**src/rtl/nibble_adder_scheduler.sv**
```systemverilog
// rtl/nibble_adder_scheduler.sv - two-requester wide adder sequenced through one 4-bit CLA slice
// Round-robin arbitration, operand capture, then one nibble per cycle LSB first with chained carry.

module nibble_cla (
  input  logic [3:0] a_i,
  input  logic [3:0] b_i,
  input  logic       c_i,
  output logic [3:0] s_o,
  output logic       c_o
);
  logic [3:0] p;
  logic [3:0] g;
  logic [4:0] c;

  assign p = a_i ^ b_i;
  assign g = a_i & b_i;

  // Carries expanded in lookahead form so no carry depends on a lower computed carry.
  assign c[0] = c_i;
  assign c[1] = g[0] | (p[0] & c_i);
  assign c[2] = g[1] | (p[1] & g[0]) | (p[1] & p[0] & c_i);
  assign c[3] = g[2] | (p[2] & g[1]) | (p[2] & p[1] & g[0]) | (p[2] & p[1] & p[0] & c_i);
  assign c[4] = g[3] | (p[3] & g[2]) | (p[3] & p[2] & g[1]) | (p[3] & p[2] & p[1] & g[0])
              | (p[3] & p[2] & p[1] & p[0] & c_i);

  assign s_o = p ^ c[3:0];
  assign c_o = c[4];
endmodule

module nibble_adder_scheduler #(
  parameter int WIDTH = 16
) (
  input  logic             clock_i,
  input  logic             reset_i,
  input  logic [1:0]       req_i,
  input  logic [WIDTH-1:0] a0_i,
  input  logic [WIDTH-1:0] b0_i,
  input  logic [WIDTH-1:0] a1_i,
  input  logic [WIDTH-1:0] b1_i,
  output logic [1:0]       grant_o,
  output logic             busy_o,
  output logic             done_o,
  output logic             done_id_o,
  output logic [WIDTH:0]   sum_o
);
  localparam int N  = WIDTH / 4;
  localparam int IW = (N > 1) ? $clog2(N) : 1;

  localparam logic [0:0] S_IDLE = 1'b0;
  localparam logic [0:0] S_ADD  = 1'b1;

  localparam logic [IW-1:0] LAST_IDX = IW'(N - 1);

  logic [0:0]       state_q, state_d;
  logic [WIDTH-1:0] op_a_q, op_a_d;
  logic [WIDTH-1:0] op_b_q, op_b_d;
  logic [IW-1:0]    idx_q, idx_d;
  logic             carry_q, carry_d;
  logic [WIDTH-1:0] part_q, part_d;
  logic             last_q, last_d;
  logic [1:0]       grant_q, grant_d;
  logic             done_q, done_d;
  logic             done_id_q, done_id_d;
  logic [WIDTH:0]   sum_q, sum_d;

  logic             win;
  logic [3:0]       nib_a;
  logic [3:0]       nib_b;
  logic [3:0]       nib_s;
  logic             nib_c;
  logic [WIDTH-1:0] part_ins;

  // On a tie the requester that was not served last wins.
  always_comb begin
    win = 1'b0;
    case (req_i)
      2'b01:   win = 1'b0;
      2'b10:   win = 1'b1;
      2'b11:   win = ~last_q;
      default: win = 1'b0;
    endcase
  end

  always_comb begin
    nib_a = 4'h0;
    nib_b = 4'h0;
    for (int k = 0; k < N; k++) begin
      if (idx_q == IW'(k)) begin
        nib_a = op_a_q[4*k +: 4];
        nib_b = op_b_q[4*k +: 4];
      end
    end
  end

  nibble_cla u_slice (
    .a_i (nib_a),
    .b_i (nib_b),
    .c_i (carry_q),
    .s_o (nib_s),
    .c_o (nib_c)
  );

  always_comb begin
    part_ins = part_q;
    for (int k = 0; k < N; k++) begin
      if (idx_q == IW'(k)) begin
        part_ins[4*k +: 4] = nib_s;
      end
    end
  end

  always_comb begin
    state_d   = state_q;
    op_a_d    = op_a_q;
    op_b_d    = op_b_q;
    idx_d     = idx_q;
    carry_d   = carry_q;
    part_d    = part_q;
    last_d    = last_q;
    grant_d   = 2'b00;
    done_d    = 1'b0;
    done_id_d = done_id_q;
    sum_d     = sum_q;
    case (state_q)
      S_IDLE: begin
        if (|req_i) begin
          state_d = S_ADD;
          op_a_d  = win ? a1_i : a0_i;
          op_b_d  = win ? b1_i : b0_i;
          idx_d   = '0;
          carry_d = 1'b0;
          last_d  = win;
          grant_d = win ? 2'b10 : 2'b01;
        end
      end
      S_ADD: begin
        part_d  = part_ins;
        carry_d = nib_c;
        idx_d   = idx_q + IW'(1);
        if (idx_q == LAST_IDX) begin
          // last_q still names the requester captured for this operation.
          state_d   = S_IDLE;
          idx_d     = '0;
          sum_d     = {nib_c, part_ins};
          done_d    = 1'b1;
          done_id_d = last_q;
        end
      end
      default: state_d = S_IDLE;
    endcase
  end

  always_ff @(posedge clock_i) begin
    if (reset_i) begin
      state_q   <= S_IDLE;
      op_a_q    <= '0;
      op_b_q    <= '0;
      idx_q     <= '0;
      carry_q   <= 1'b0;
      part_q    <= '0;
      last_q    <= 1'b1;
      grant_q   <= 2'b00;
      done_q    <= 1'b0;
      done_id_q <= 1'b0;
      sum_q     <= '0;
    end else begin
      state_q   <= state_d;
      op_a_q    <= op_a_d;
      op_b_q    <= op_b_d;
      idx_q     <= idx_d;
      carry_q   <= carry_d;
      part_q    <= part_d;
      last_q    <= last_d;
      grant_q   <= grant_d;
      done_q    <= done_d;
      done_id_q <= done_id_d;
      sum_q     <= sum_d;
    end
  end

  assign grant_o   = grant_q;
  assign busy_o    = (state_q == S_ADD);
  assign done_o    = done_q;
  assign done_id_o = done_id_q;
  assign sum_o     = sum_q;
endmodule

```
**config.mk**
```make
export PLATFORM = sky130hd
export DESIGN_NAME = nibble_adder_scheduler
export DESIGN_NICKNAME = d
export VERILOG_FILES = /design/src/rtl/nibble_adder_scheduler.sv
export SDC_FILE = /design/constraint.sdc
export NUM_CORES = 1
export LEC_CHECK = 0
export CAP_MARGIN = 20
export CORE_MARGIN = 8
export CORE_UTILIZATION = 25
export CTS_BUF_LIST = sky130_fd_sc_hd__clkbuf_8
export DETAILED_ROUTE_END_ITERATION = 8
export GPL_ROUTABILITY_DRIVEN = 0
export PLACE_DENSITY = 0.49
export SLEW_MARGIN = 10
export SYNTH_ARGS = -nofsm -noshare
export SYNTH_HDL_FRONTEND = slang
export SYNTH_HIERARCHICAL = 1
export SYNTH_SLANG_ARGS = --single-unit
```
**constraint.sdc**
```tcl
create_clock -name clock_i -period 3.9 [get_ports clock_i]
set_clock_uncertainty 0.2 [all_clocks]
set_input_delay 0.585 -clock clock_i [delete_from_list [all_inputs] [get_ports clock_i]]
set_output_delay 0.585 -clock clock_i [all_outputs]
set_load 0.1 [all_outputs]
```
==> results by stage <==
STA:
- After routing, the total negative slack on setup checks comes to 0 ns.
- Setup repair after global routing left no endpoint under its margin.
- The worst hold slack is 0.257 ns.
- The hold violation count in the final report is 0.
- For the pin with the worst max-slew slack, the measured transition is 0.998 ns.
- The portion of the clock cycle consumed by the worst path in the final layout is 90.0%.
- Counting I/O delays and the setup requirement, the final critical path takes 3.51 ns.
- Derived from the worst setup path, the maximum achievable clock frequency is 285 MHz.
- The count of pins over their slew limit is 0.
- Setup violations remaining at the end of the flow were counted as 0.
- Headroom to the max-slew limit came out at 33.2%.

Final layout:
- The number of filler instances in the final layout is 1367.
- The area added between synthesis and finish is 34.6%.
- The fraction of layout instances using a drive strength above 1 is 12.9%.
- The combined flip-flop and latch cell area is 0.00140 mm².
- The multi-input gate area in the final layout is 0.00180 mm².
- The net count reported at finish is 536.
- The repair_antennas step left the layout with diodes totalling 0.

Place:
- Detailed placement finished with a half-perimeter wire length of 7.13 mm.
- In this run the tool buffered the top-level ports with 89 buffer cells.

Logic synthesis:
- Synthesis produced a netlist whose cell count is 392.
- Counting instances in the post-synthesis netlist gives the leading cell types as sky130_fd_sc_hd__dfxtp_1, sky130_fd_sc_hd__nand2_1, sky130_fd_sc_hd__a21oi_1.
- In the post-synthesis netlist, the biggest area contributors are sky130_fd_sc_hd__dfxtp_1, sky130_fd_sc_hd__a211oi_2, sky130_fd_sc_hd__nand2_1, sky130_fd_sc_hd__a21oi_1, sky130_fd_sc_hd__nor2_1.
- The count of different cell masters after synthesis is 34.
- The biggest area contributor in the post-synthesis netlist is sky130_fd_sc_hd__dfxtp_1.
- During synthesis, Yosys emitted a total of 6 warnings.
- The net count after synthesis is 469.
- The number of enable flip-flop cells after synthesis is 0.
- The share of the synthesized area in the top cell type is 41.0%.
- sky130_fd_sc_hd__dfxtp_1 is the most common cell in the netlist.
- The number of flip-flops and latches in the synthesized netlist is 70.
- The fraction of registers with async set/reset is 0%.
- The area of the mapped netlist is 0.00342 mm².
- The prevailing post-synth register cell is sky130_fd_sc_hd__dfxtp_1.
- Summing the sequential cell areas from Yosys gives 41.0% of the chip area.
- A synthesized cell averages 8.72 µm².

Detailed routing:
- The detailed-route via count is 2973.
- Dividing the detail-routed via count by the number of cells gives 4.65.
- The number of DRC violations after detailed routing is 0.
- The detailed-route wire length per cell is 15.4 µm.
- The detail route stage leaves a number of antenna-violating nets equal to 0.
- The number of search-and-repair iterations in the first detailed-routing pass is 4.
- The count of routing violations after the opening detailed-route iteration is 144.
- For this block, the routed nets add up to 9.88 mm of wire.

Critical path:
- Data on the critical path is required at its endpoint by 3.97 ns.
- The critical setup path kind is reg2reg.
- STA classifies the critical path endpoint as a register.
- STA classifies the critical path startpoint as a register.
- The maximum fanout count along the critical path is 10.
- At the worst endpoint, the arrival time is 3.58 ns.

CTS:
- After clock tree synthesis, the clock-pin slew on the worst setup and hold paths is 0.08 ns.
- The number of buffers added to fix hold violations after cts is 0.
- Counting the buffers created by CTS gives 9.
- The number of levels in the clock H-tree is 3.
- The clock tree from TritonCTS is yes.
- At the later pin of the worst-skew pair, clock insertion delay measures 0.35 ns.
- The cell at the root of the clock tree is sky130_fd_sc_hd__clkbuf_8.
- CTS saw 70 sinks.
- Counting along the longest clock path gives a buffer depth of 2.

Floorplanning:
- The total area inside the core boundary comes to 0.0133 mm².
- The effective utilization at floorplan is 25.7%.
- The total number of placement rows is 42.
- The floorplan step defined a die boundary enclosing 0.0177 mm².
- The die is 133 µm wide.
- The floorplan die height is 133 µm.
- The number of top-level pins is 90.

Global routing:
- For this run, the total global-route usage over all layers was measured as 11.4%.
- Entering global routing, the biggest net connects 50 pins.
- The via count of the first global-routing pass came to 3094.
- The first global-routing pass estimated 16.2 mm of wire.
- Global routing finished with a remaining overflow of 0.
- The initial antenna violation count is 0.

Pwr:
- The internal power consumption is 0.00133 W.
- The clock network power share is 36.4%.
- The switching component of the power is 0.000522 W.
- In this run, the combinational gates consume 21.3% of the power.
- The net switching share of the total power is 28.2%.
- For this design the ratio of total power to cell area is 402 mW/mm².
- The peak ir drop on the vdd network is 0.000136 V.
- The leakage power figure is 1.70 nW.
- Sequential cells burn 42.3% of the power.

Run status:
- The run finished with clean final reports.

Run:
- Across the run, the number of max-cap violations was 0.

Hold path:
- The min-delay analysis places its worst path in the category reg2reg.
layout by cell type, fill, tap and decap left out, types with 3 or more instances in the layout:
cell                               n
sky130_fd_sc_hd__a221oi_1          8
sky130_fd_sc_hd__a21o_1            3
sky130_fd_sc_hd__a211oi_1          3
sky130_fd_sc_hd__inv_1             4
sky130_fd_sc_hd__nor3_1            3
sky130_fd_sc_hd__ha_1              7
sky130_fd_sc_hd__mux2i_1          12
sky130_fd_sc_hd__o31ai_1           8
sky130_fd_sc_hd__clkdlybuf4s50_1  87
sky130_fd_sc_hd__a22o_1            6
sky130_fd_sc_hd__dfxtp_1          70
sky130_fd_sc_hd__buf_4             8
sky130_fd_sc_hd__o21ai_0          12
sky130_fd_sc_hd__nand3_1          12
sky130_fd_sc_hd__a21oi_1          47
sky130_fd_sc_hd__nand2_1          68
sky130_fd_sc_hd__nor2b_1           9
sky130_fd_sc_hd__nor2_1           35
sky130_fd_sc_hd__clkbuf_8         11
sky130_fd_sc_hd__a211oi_2         29
state kept, by name, indices dropped and copies added, names as in the netlist, 2 cells and up:
register and cells:
sum_o 17, op_a_q 16, op_b_q 16, part_q 12, grant_o 2, idx_q 2
per-stage QoR:
stage | setup slack, ns | util [%] | instance area (µm²) | instances | power, W
after global placement | 0.372 | 32.8 | 4360 | 624 | 0.00120
final | 0.390 | 34.6 | 4600 | 640 | 0.00185
after floorplan | 0.895 | - | 3420 | 392 | 0.00105
after global routing | 0.0137 | 34.6 | 4600 | 640 | 0.00196
after detailed placement | 0.217 | 32.8 | 4360 | 624 | 0.00120
after CTS | 0.214 | 34.6 | 4600 | 640 | 0.00188
timing repair:
action,in CTS,in global routing
setup buffers,0,0
setup endpoints to repair,0,4
endpoints found under the hold margin,0,0
resized for setup,0,1
power by group through the flow:
stage / clock, W / sequential [W] / combinational [W]
5_1_grt: 0.000735 / 0.000789 / 0.000439
6_report: 0.000673 / 0.000783 / 0.000394
3_5_place_dp: 0 / 0.000800 / 0.000398
2_1_floorplan: 0 / 0.000804 / 0.000251
4_1_cts: 0.000695 / 0.000784 / 0.000400
3_3_place_gp: 0 / 0.000800 / 0.000396
critical path, stage by stage (launching register included):
cell,delay [ns]
sky130_fd_sc_hd__dfxtp_1,0.36
sky130_fd_sc_hd__inv_1,0.10
sky130_fd_sc_hd__ha_1,0.15
sky130_fd_sc_hd__buf_4,0.18
sky130_fd_sc_hd__nor2b_1,0.17
sky130_fd_sc_hd__buf_4,0.18
sky130_fd_sc_hd__a221oi_1,0.08
sky130_fd_sc_hd__o31ai_1,0.43
sky130_fd_sc_hd__ha_1,0.32
sky130_fd_sc_hd__a21o_1,0.19
sky130_fd_sc_hd__a31o_1,0.24
sky130_fd_sc_hd__xor2_1,0.51
sky130_fd_sc_hd__mux2i_1,0.14
sky130_fd_sc_hd__o21ai_0,0.19
cell type report:
type,count,area share [%]
multi-input cells,279,39.1
flip-flops and latches,70,30.5
repair buffers,96,20.3
well taps,176,4.79
clock buffers,11,3.29
clock inverters,5,1.77
inverters,3,0.245
cells by family after synthesis:
group           after synthesis  share of synthesized area (%)
mux                          12                           3.52
compound gates              124                           28.5
fa+ha+maj                     9                           3.52
flops                        70                           41.0
simple gates                130                           15.9
xor+xnor                      4                           1.03
buf+inv                      43                           6.55
worst paths after layout:
kind / startpoint / endpoint / slack [ns] / cells past startpoint
worst max-delay path: idx_q[0]$_SDFFE_PP0P_ / sum_o[7]$_SDFFE_PP0P_ / 0.39 / 13
worst min-delay path: part_q[4]$_SDFFE_PP0P_ / part_q[4]$_SDFFE_PP0P_ / 0.26 / 2
worst max register to register: idx_q[0]$_SDFFE_PP0P_ / sum_o[7]$_SDFFE_PP0P_ / 0.39 / 13
worst min register to register: part_q[4]$_SDFFE_PP0P_ / part_q[4]$_SDFFE_PP0P_ / 0.26 / 2
metal layers:
layer	wire length [µm]	vias to the layer above	track usage, %
met5	0	-	0
met4	107	0	3.22
met3	673	11	3.86
met2	4520	83	18.0
met1	4570	1377	14.4
li1	-	1502	-
(Power assumes the default switching activity.)
